--- src/rtl/lc3b_types.sv ---
// Shared line/address types, the arbiter state encoding and the latched
// downstream request record used by mem_arbiter and arb_req_reg.
package lc3b_types;

  typedef logic [11:0]  lc3b_wb_adr;
  typedef logic [127:0] lc3b_line;
  typedef logic [127:0] lc3b_c_line;
  typedef logic [15:0]  lc3b_mem_sel;

  typedef enum logic [1:0] {
    IDLE    = 2'd0,
    GRANT_D = 2'd1,
    GRANT_I = 2'd2
  } arb_state_t;

  typedef struct packed {
    logic        rd;
    logic        wr;
    lc3b_wb_adr  addr;
    lc3b_c_line  wdata;
    lc3b_mem_sel sel;
  } arb_req_t;

  // Data-port request record; a simultaneous read+write is issued as a write.
  function automatic arb_req_t data_req(input logic rd, input logic wr,
                                        input lc3b_wb_adr addr,
                                        input lc3b_c_line wdata,
                                        input lc3b_mem_sel sel);
    arb_req_t r;
    r.rd    = rd & ~wr;
    r.wr    = wr;
    r.addr  = addr;
    r.wdata = wdata;
    r.sel   = sel;
    return r;
  endfunction

  function automatic arb_req_t ifetch_req(input lc3b_wb_adr addr);
    arb_req_t r;
    r.rd    = 1'b1;
    r.wr    = 1'b0;
    r.addr  = addr;
    r.wdata = '0;
    r.sel   = '0;
    return r;
  endfunction

endpackage

--- src/rtl/arb_req_reg.sv ---
// Holds the downstream request captured when a grant is taken; the
// read/write strobes drop when the transaction completes.
module arb_req_reg
  import lc3b_types::*;
(
  input  logic     clk,
  input  logic     rst_n,
  input  logic     load_i,
  input  logic     clear_i,
  input  arb_req_t req_i,
  output arb_req_t req_o
);

  arb_req_t req_q, req_d;

  always_comb begin
    req_d = req_q;
    if (load_i) begin
      req_d = req_i;
    end else if (clear_i) begin
      req_d.rd = 1'b0;
      req_d.wr = 1'b0;
    end
  end

  always_ff @(posedge clk or negedge rst_n) begin
    if (!rst_n) req_q <= '0;
    else        req_q <= req_d;
  end

  assign req_o = req_q;

endmodule

--- src/rtl/mem_arbiter.sv ---
// Two-client (instruction/data) arbiter onto one line-wide memory port.
// Data wins by default; a starvation counter forces an ifetch grant.
module mem_arbiter
  import lc3b_types::*;
#(
  parameter int STARVE_LIMIT = 4
) (
  input  logic        clk,
  input  logic        rst_n,
  input  logic        ifetch_read,
  input  lc3b_wb_adr  ifetch_address,
  output lc3b_line    ifetch_rdata,
  output logic        ifetch_resp,
  input  logic        mem_read,
  input  logic        mem_write,
  input  lc3b_wb_adr  mem_address,
  input  lc3b_c_line  mem_wdata,
  input  logic [15:0] mem_sel,
  output lc3b_line    mem_rdata,
  output logic        mem_resp,
  output logic        pmem_read,
  output logic        pmem_write,
  output logic [11:0] pmem_address,
  output logic [127:0] pmem_wdata,
  output logic [15:0] pmem_sel,
  input  logic [127:0] pmem_rdata,
  input  logic        pmem_resp
);

  localparam int CW = $clog2(STARVE_LIMIT + 1);
  localparam logic [CW-1:0] LIMIT_C = CW'(STARVE_LIMIT);

  arb_state_t    state_q, state_d;
  logic [CW-1:0] starve_q, starve_d;
  logic          load, clear, data_pend;
  arb_req_t      req_sel, req_q;

  assign data_pend = mem_read | mem_write;

  always_comb begin
    state_d  = state_q;
    starve_d = starve_q;
    load     = 1'b0;
    clear    = 1'b0;
    req_sel  = data_req(mem_read, mem_write, mem_address, mem_wdata, mem_sel);
    case (state_q)
      IDLE: begin
        if (data_pend && (starve_q < LIMIT_C || !ifetch_read)) begin
          state_d = GRANT_D;
          load    = 1'b1;
          if (!ifetch_read)           starve_d = '0;
          else if (starve_q < LIMIT_C) starve_d = starve_q + CW'(1);
        end else if (ifetch_read) begin
          state_d  = GRANT_I;
          load     = 1'b1;
          req_sel  = ifetch_req(ifetch_address);
          starve_d = '0;
        end else begin
          starve_d = '0;
        end
      end
      GRANT_D, GRANT_I: begin
        // Client inputs are ignored here; the latched request stays on pmem.
        if (pmem_resp) begin
          state_d = IDLE;
          clear   = 1'b1;
        end
      end
      default: state_d = IDLE;
    endcase
  end

  always_ff @(posedge clk or negedge rst_n) begin
    if (!rst_n) begin
      state_q  <= IDLE;
      starve_q <= '0;
    end else begin
      state_q  <= state_d;
      starve_q <= starve_d;
    end
  end

  arb_req_reg u_req (
    .clk    (clk),
    .rst_n  (rst_n),
    .load_i (load),
    .clear_i(clear),
    .req_i  (req_sel),
    .req_o  (req_q)
  );

  assign pmem_read    = req_q.rd;
  assign pmem_write   = req_q.wr;
  assign pmem_address = req_q.addr;
  assign pmem_wdata   = req_q.wdata;
  assign pmem_sel     = req_q.sel;

  assign mem_resp     = (state_q == GRANT_D) & pmem_resp;
  assign ifetch_resp  = (state_q == GRANT_I) & pmem_resp;
  assign mem_rdata    = pmem_rdata;
  assign ifetch_rdata = pmem_rdata;

endmodule

--- config.mk ---
export PLATFORM = sky130hd
export DESIGN_NAME = mem_arbiter
export DESIGN_NICKNAME = d
export VERILOG_FILES = /design/src/rtl/lc3b_types.sv /design/src/rtl/arb_req_reg.sv /design/src/rtl/mem_arbiter.sv
export SDC_FILE = /design/constraint.sdc
export NUM_CORES = 1
export LEC_CHECK = 0
export ABC_CLOCK_PERIOD_IN_PS = 4400
export CORE_AREA = 2 2 281 283
export DETAILED_ROUTE_END_ITERATION = 8
export DIE_AREA = 0 0 283 285
export HOLD_SLACK_MARGIN = 0.08
export PLACE_DENSITY = 0.32
export SETUP_SLACK_MARGIN = 0.15
export SYNTH_ARGS = -nofsm -noshare
export SYNTH_HDL_FRONTEND = slang
export SYNTH_SLANG_ARGS = --single-unit
export TNS_END_PERCENT = 10
--- constraint.sdc ---
create_clock -name clk -period 4.4 [get_ports clk]
set_clock_uncertainty 0.1 [all_clocks]
set_input_delay 1.32 -clock clk [delete_from_list [all_inputs] [get_ports clk]]
set_output_delay 1.32 -clock clk [all_outputs]
set_load 0.05 [all_outputs]
==> results of run 1 <==
power groups by stage:
stage | clock network (mW) | registers (mW) | logic [mW]
floorplan | 0 | 5.00 | 1.89
global placement | 0 | 2.61 | 5.82
detailed placement | 0 | 2.61 | 5.82
CTS | 1.72 | 2.60 | 5.83
global route | 1.76 | 2.69 | 6.01
finish | 1.60 | 2.59 | 5.72
cells by family after synthesis:
family	synth area share
AOI/OAI and AO/OA	0.188
adders and majority gates	0.00781
buffers and inverters	0.269
DFF	0.509
muxes	0.00250
and+or+nand+nor	0.0233
synth_stat cells, types with 2 or more instances:
cell type    n
buf_1        2
mux2i_1      2
clkbuf_1    10
nand3_1      3
dfrtp_1    163
a32oi_1      2
a31oi_1     13
buf_4      263
ha_1         5
a22o_1     144
buf_2       22
nor2_1      13
nand2_1      4
nand4_1     12
o22ai_1      3
inv_1        7
o21ai_0     12
and2_1       2
path summary, 6_finish.rpt:
| path | slack, ns | endpoint | from |
|---|---|---|---|
| min in group asynchronous | 0.77 | u_req.req_o[26] | rst_n |
| worst min register to register | 0.38 | starve_q[0] | starve_q[0] |
| worst max-delay path | 0.75 | mem_resp | pmem_resp |
| max in group asynchronous | 2.66 | u_req.req_o[60] | rst_n |
| worst min-delay path | 0.38 | starve_q[0] | starve_q[0] |
| worst max register to register | 2.09 | u_req.req_o[39] | state_q[0] |
routing by layer:
| layer | share of wire | routed length [um] |
|---|---|---|
| met1 | 0.36 | 10600 |
| met2 | 0.46 | 13500 |
| met3 | 0.13 | 3700 |
| met4 | 0.051 | 1510 |
| met5 | 0.0016 | 48 |
metrics by stage:
| stage | setup slack (ns) | util | std cells | total power [mW] |
|---|---|---|---|---|
| finish | 0.748 | 0.145 | 1822 | 9.92 |
| global route | 0.688 | 0.145 | 1822 | 10.5 |
| CTS | 0.700 | 0.145 | 1822 | 10.1 |
| detailed placement | 0.712 | 0.137 | 1790 | 8.43 |
| global placement | 0.728 | 0.137 | 1790 | 8.44 |
| floorplan | 1.25 | - | 692 | 6.89 |
state kept, by name (all words and copies together), names as in the netlist:
register     cells
u_req.req_o    158
starve_q         3
state_q          2
area by class of cell:
type	count	area (um^2)
Clock buffer	20	437
Clock inverter	12	146
Fill cell	8733	66700
Inverter	7	26.3
Multi-Input combinational cell	225	1780
Sequential cell	163	4080
Tap cell	1050	1310
Timing Repair Buffer	345	3500
==> impl_metrics.py, run 1 <==
metrics = {
    "global_route": {
        "busiest_layer": "met2",
        "gr-usage-met3": 0.0476,
        "grt_pass1_vias": 5754,
        "grt_first_pass_wirelength_um": 42500,
        "grt_overflow": 0,
        "met2_usage": 0.112,
        "grtUsageMet1": 0.0729,
        "grtUsageTotal": 0.0728,
        "grt_max_degree": 120,
        "antenna_found_initial": 3,
    },
    "layout": {
        "antenna_cells": 0,
        "final_cell_mix": "330 x clkdlybuf4s50_1, 163 x dfrtp_1, 144 x a22o_1, 17 x clkbuf_16",
        "synthToLayoutAreaGrowth_pct": 40.8,
        "layout_commonest_cell": "clkdlybuf4s50_1",
        "final_area_um2": 11300,
        "drive_gt1_frac": 0.0609,
        "fin_nets": 1066,
    },
    "timing": {
        "post-route-period-util": 0.830,
        "slew_viol_final": 0,
        "rsz0062_at_grt": "no",
        "setup_viol": 0,
        "max_freq_mhz": 274,
        "setup_tns_ns": 0,
        "min_period_ns": 3.65,
        "timing.slew.headroom": 0.409,
        "whs_ns": 0.382,
        "tightest_slew_ns": 0.887,
        "finalHoldViolations": 0,
    },
    "min_path": {
        "whs_path_depth": 1,
        "hp-class": "reg -> reg",
    },
    "placed_design": {
        "globalplace.congestion": 0.689,
        "dp_hpwl_um": 20900,
        "portBuffers": 333,
        "place_area_um2": 10700,
    },
    "floorplan": {
        "core_area_um2": 78000,
        "boundaryPins": 718,
        "die_x_um": 283,
        "fp.dieH_um": 285,
        "start_util": 0.103,
        "row_count": 103,
        "fp.dieArea_um2": 80700,
    },
    "drt": {
        "drc_errors": 0,
        "routed_via_density": 2.97,
        "ant_nets": 0,
        "first_iter_violations": 185,
        "wl_per_cell_um": 16.1,
        "drt-total-wl_um": 29300,
        "firstDrtPassIters": 4,
        "num_vias": 5408,
    },
    "cts": {
        "cts_max_level": 4,
        "cts_buffers": 17,
        "root_buffer": "clkbuf_16",
        "clk_path_buf_depth": 2,
        "cts_tree": "built",
        "holdBufCountCts": 0,
        "clk_latency_ns": 0.47,
        "postCtsSetupRepairBufs": 0,
        "cts_sinks": 163,
        "post_cts_resize_count": 0,
        "cts.reportedPaths.clkPinSlew_ns": 0.07,
    },
    "synthesis": {
        "synthTopCellsByArea": "dfrtp_1 51%, buf_4 25%, a22o_1 16%",
        "syn_avg_cell_area_um2": 11.6,
        "synth_edf_count": 0,
        "synth_cell_types": 28,
        "synth_top_area_share": 0.509,
        "synthCells": 692,
        "syn_nets": 999,
        "yosysTopAreaCell": "dfrtp_1",
        "synthArstFlopShare": 1.00,
        "yosysSeqAreaShare": 0.509,
        "yosys_warnings": 0,
        "syn_area_um2": 8010,
        "synth_ff_type": "dfrtp_1",
        "yosys_register_bits": 163,
    },
    "worst_setup_path": {
        "crit_type": "in -> out",
        "critPathMaxFanout": 4,
        "worstPathBufferInverterCount": 2,
        "start_kind": "input pin",
        "crit_path_end_kind": "output port",
        "critPathRequiredTime_ns": 2.98,
        "arrival_ns": 2.23,
        "rr_worst_depth": 8,
        "worstPathCellList": "clkdlybuf4s50_1 -> and2_1 -> buf_12",
        "slowest_delay_ns": 0.55,
        "critPathTopFamily": "buffers and inverters",
        "slowest_stage": "clkdlybuf4s50_1",
        "cp.depth": 3,
    },
    "pwr": {
        "switching_share": 0.495,
        "pwr_density_cell_nw_per_um2": 879,
        "seqPwrFrac": 0.261,
        "p_sw_mw": 4.91,
        "p_int_mw": 5.01,
        "p_leak_nw": 4.43,
        "combPwrFrac": 0.577,
        "clkPwrFrac": 0.162,
        "ir_worst_vdd_mv": 0.384,
    },
    "job": {
        "maxCapViolations": 0,
    },
    "status": {
        "status": "finished, final reports clean",
    },
}
Note: power is estimated with default switching activity, not from simulation.
==> run 2, diff against run 1 <==
--- a/config.mk
+++ b/config.mk
@@ -5,12 +5,12 @@
 export SDC_FILE = /design/constraint.sdc
 export NUM_CORES = 1
 export LEC_CHECK = 0
-export ABC_CLOCK_PERIOD_IN_PS = 4400
-export CORE_AREA = 2 2 281 283
+export ABC_CLOCK_PERIOD_IN_PS = 2900
+export CORE_AREA = 2 2 278 280
 export DETAILED_ROUTE_END_ITERATION = 8
-export DIE_AREA = 0 0 283 285
+export DIE_AREA = 0 0 280 282
 export HOLD_SLACK_MARGIN = 0.08
-export PLACE_DENSITY = 0.32
+export PLACE_DENSITY = 0.34
 export SETUP_SLACK_MARGIN = 0.15
 export SYNTH_ARGS = -nofsm -noshare
 export SYNTH_HDL_FRONTEND = slang
==> constraint.sdc (replaced) <==
create_clock -name clk -period 2.9 [get_ports clk]
set_clock_uncertainty 0.1 [all_clocks]
set_input_delay 0.87 -clock clk [delete_from_list [all_inputs] [get_ports clk]]
set_output_delay 0.87 -clock clk [all_outputs]
set_load 0.05 [all_outputs]
==> run 2 against run 1 <==
Sequential power is 53% higher. Register-to-register slack worse by 1.2 ns. Routed wire length is 1.5% higher. First-iteration DRC count is 22% higher. Final cell count is 3.1% lower. Power is 54% higher. Critical path type is now reg -> out. Critical endpoint is now pmem_wdata[16]. Largest power group unchanged.
==> impl_metrics.py, run 2 (synthesis results as in run 1) <==
metrics = {
    "drt": {
        "routed_via_density": 3.07,
        "firstDrtPassIters": 4,
        "drt-total-wl_um": 29800,
        "num_vias": 5425,
        "ant_nets": 0,
        "drc_errors": 0,
        "first_iter_violations": 225,
        "wl_per_cell_um": 16.9,
    },
    "cts": {
        "clk_latency_ns": 0.47,
        "cts_tree": "built",
        "cts_max_level": 4,
        "root_buffer": "clkbuf_16",
        "clk_path_buf_depth": 2,
        "cts.reportedPaths.clkPinSlew_ns": 0.08,
        "cts_buffers": 17,
        "cts_sinks": 163,
        "holdBufCountCts": 0,
    },
    "timing": {
        "setup_tns_ns": 0,
        "max_freq_mhz": 372,
        "layout_setup_ws_ns": 0.208,
        "timing.slew.headroom": 0.570,
        "setup_viol": 0,
        "whs_ns": 0.300,
        "finalHoldViolations": 0,
        "tightest_slew_ns": 0.643,
        "post-route-period-util": 0.928,
        "slew_viol_final": 0,
        "rsz0062_at_grt": "yes",
        "min_period_ns": 2.69,
    },
    "pwr": {
        "ir_worst_vdd_mv": 0.498,
        "pwr_density_cell_nw_per_um2": 1340,
        "p_leak_nw": 4.55,
    },
    "global_route": {
        "antenna_found_initial": 2,
        "grt_overflow": 0,
        "grt_pass1_vias": 5766,
        "grt_first_pass_wirelength_um": 41700,
        "grt_max_degree": 63,
        "grtUsageTotal": 0.0742,
    },
    "floorplan": {
        "start_util": 0.106,
        "fp.dieArea_um2": 79000,
        "boundaryPins": 718,
        "row_count": 101,
        "core_area_um2": 75700,
        "fp.dieH_um": 282,
        "die_x_um": 280,
    },
    "worst_setup_path": {
        "start_kind": "flop",
        "arrival_ns": 1.72,
        "slowest_stage": "clkdlybuf4s50_1",
        "worstPathBufferInverterCount": 1,
        "worstPathCellList": "clkdlybuf4s50_1",
        "critPathRequiredTime_ns": 1.93,
        "slowest_delay_ns": 0.85,
        "critPathMaxFanout": 2,
        "critPathTopFamily": "buffers and inverters",
        "crit_path_end_kind": "output port",
        "crit_type": "reg -> out",
    },
    "placed_design": {
        "globalplace.congestion": 0.684,
        "dp_hpwl_um": 22200,
        "post-place-ws_ns": 0.226,
        "dp_cells": 1733,
        "portBuffers": 333,
    },
    "layout": {
        "synthToLayoutAreaGrowth_pct": 42.2,
        "fin_nets": 1081,
        "largest_reg_flops": 158,
        "fillers": 8426,
        "antenna_cells": 0,
        "final_cell_mix": "322 x clkdlybuf4s50_1, 163 x dfrtp_1, 144 x a22o_1, 22 x buf_4, 17 x clkbuf_16",
        "stdcell_count": 1765,
        "layout_commonest_cell": "clkdlybuf4s50_1",
        "drive_gt1_frac": 0.0902,
    },
    "min_path": {
        "hp-class": "in -> async",
    },
    "job": {
        "maxCapViolations": 0,
    },
    "status": {
        "status": "finished, final reports clean",
    },
}
-- run 2: cell types whose count changed in the layout (fill, tap and decap cells not counted) --
cell	delta
clkbuf_1	-3
clkdlybuf4s50_1	-8
clkinvlp_4	+2
dlymetal6s2s_1	+1
buf_12	+7
dlygate4sd2_1	+1
inv_8	+2
buf_4	+14
bufinv_16	-1
clkinv_8	+2
clkinv_4	-2
-- run 2: what timing repair did --
action                                  4_1_cts  5_1_grt
resized for setup                             1        1
endpoints found under the setup margin       14       14
setup buffers                                 0        0
-- run 2: final timing paths --
check                      slack [ns]  cells past startpoint                to       startpoint
min in group clk                 0.39                      1       starve_q[0]      starve_q[0]
max                              0.21                      1    pmem_wdata[16]  u_req.req_o[32]
max in group asynchronous        1.63                      2  u_req.req_o[152]            rst_n
max reg2reg                      0.87                      6  u_req.req_o[140]       state_q[0]
min reg2reg                      0.39                      1       starve_q[0]      starve_q[0]
min                              0.30                      1    u_req.req_o[3]            rst_n
-- run 2: through the flow --
step,power [mW],instance area (um^2),utilization
6_report,15.3,11400,0.150
4_1_cts,15.6,11400,0.150
3_5_place_dp,13.0,10800,0.143
2_1_floorplan,10.5,8010,-
5_1_grt,16.1,11400,0.150
3_3_place_gp,13.0,10800,0.143
-- run 2: area by class of cell --
cell class                      count  area, um^2  area share
Sequential cell                   163        4080       0.358
Timing Repair Buffer              360        3680       0.323
Multi-Input combinational cell    225        1780       0.156
Clock buffer                       17         425      0.0374
Tap cell                          978        1220       0.107
Clock inverter                     15         169      0.0148
Inverter                            7        26.3     0.00231
-- run 2: per-layer routing --
layer / vias to the layer above / global-route usage / part of all wire
met5: - / 0 / 0.00044
met4: 2 / 0.0447 / 0.044
met3: 98 / 0.0452 / 0.12
met2: 396 / 0.115 / 0.46
met1: 2575 / 0.0767 / 0.38
li1: 2354 / - / -
-- run 2: report_power, final --
part	switching, mW	leakage, nW	internal (mW)
clock	1.19	0.287	1.23
combinational	5.76	2.26	3.14
sequential	0.609	2.01	3.34
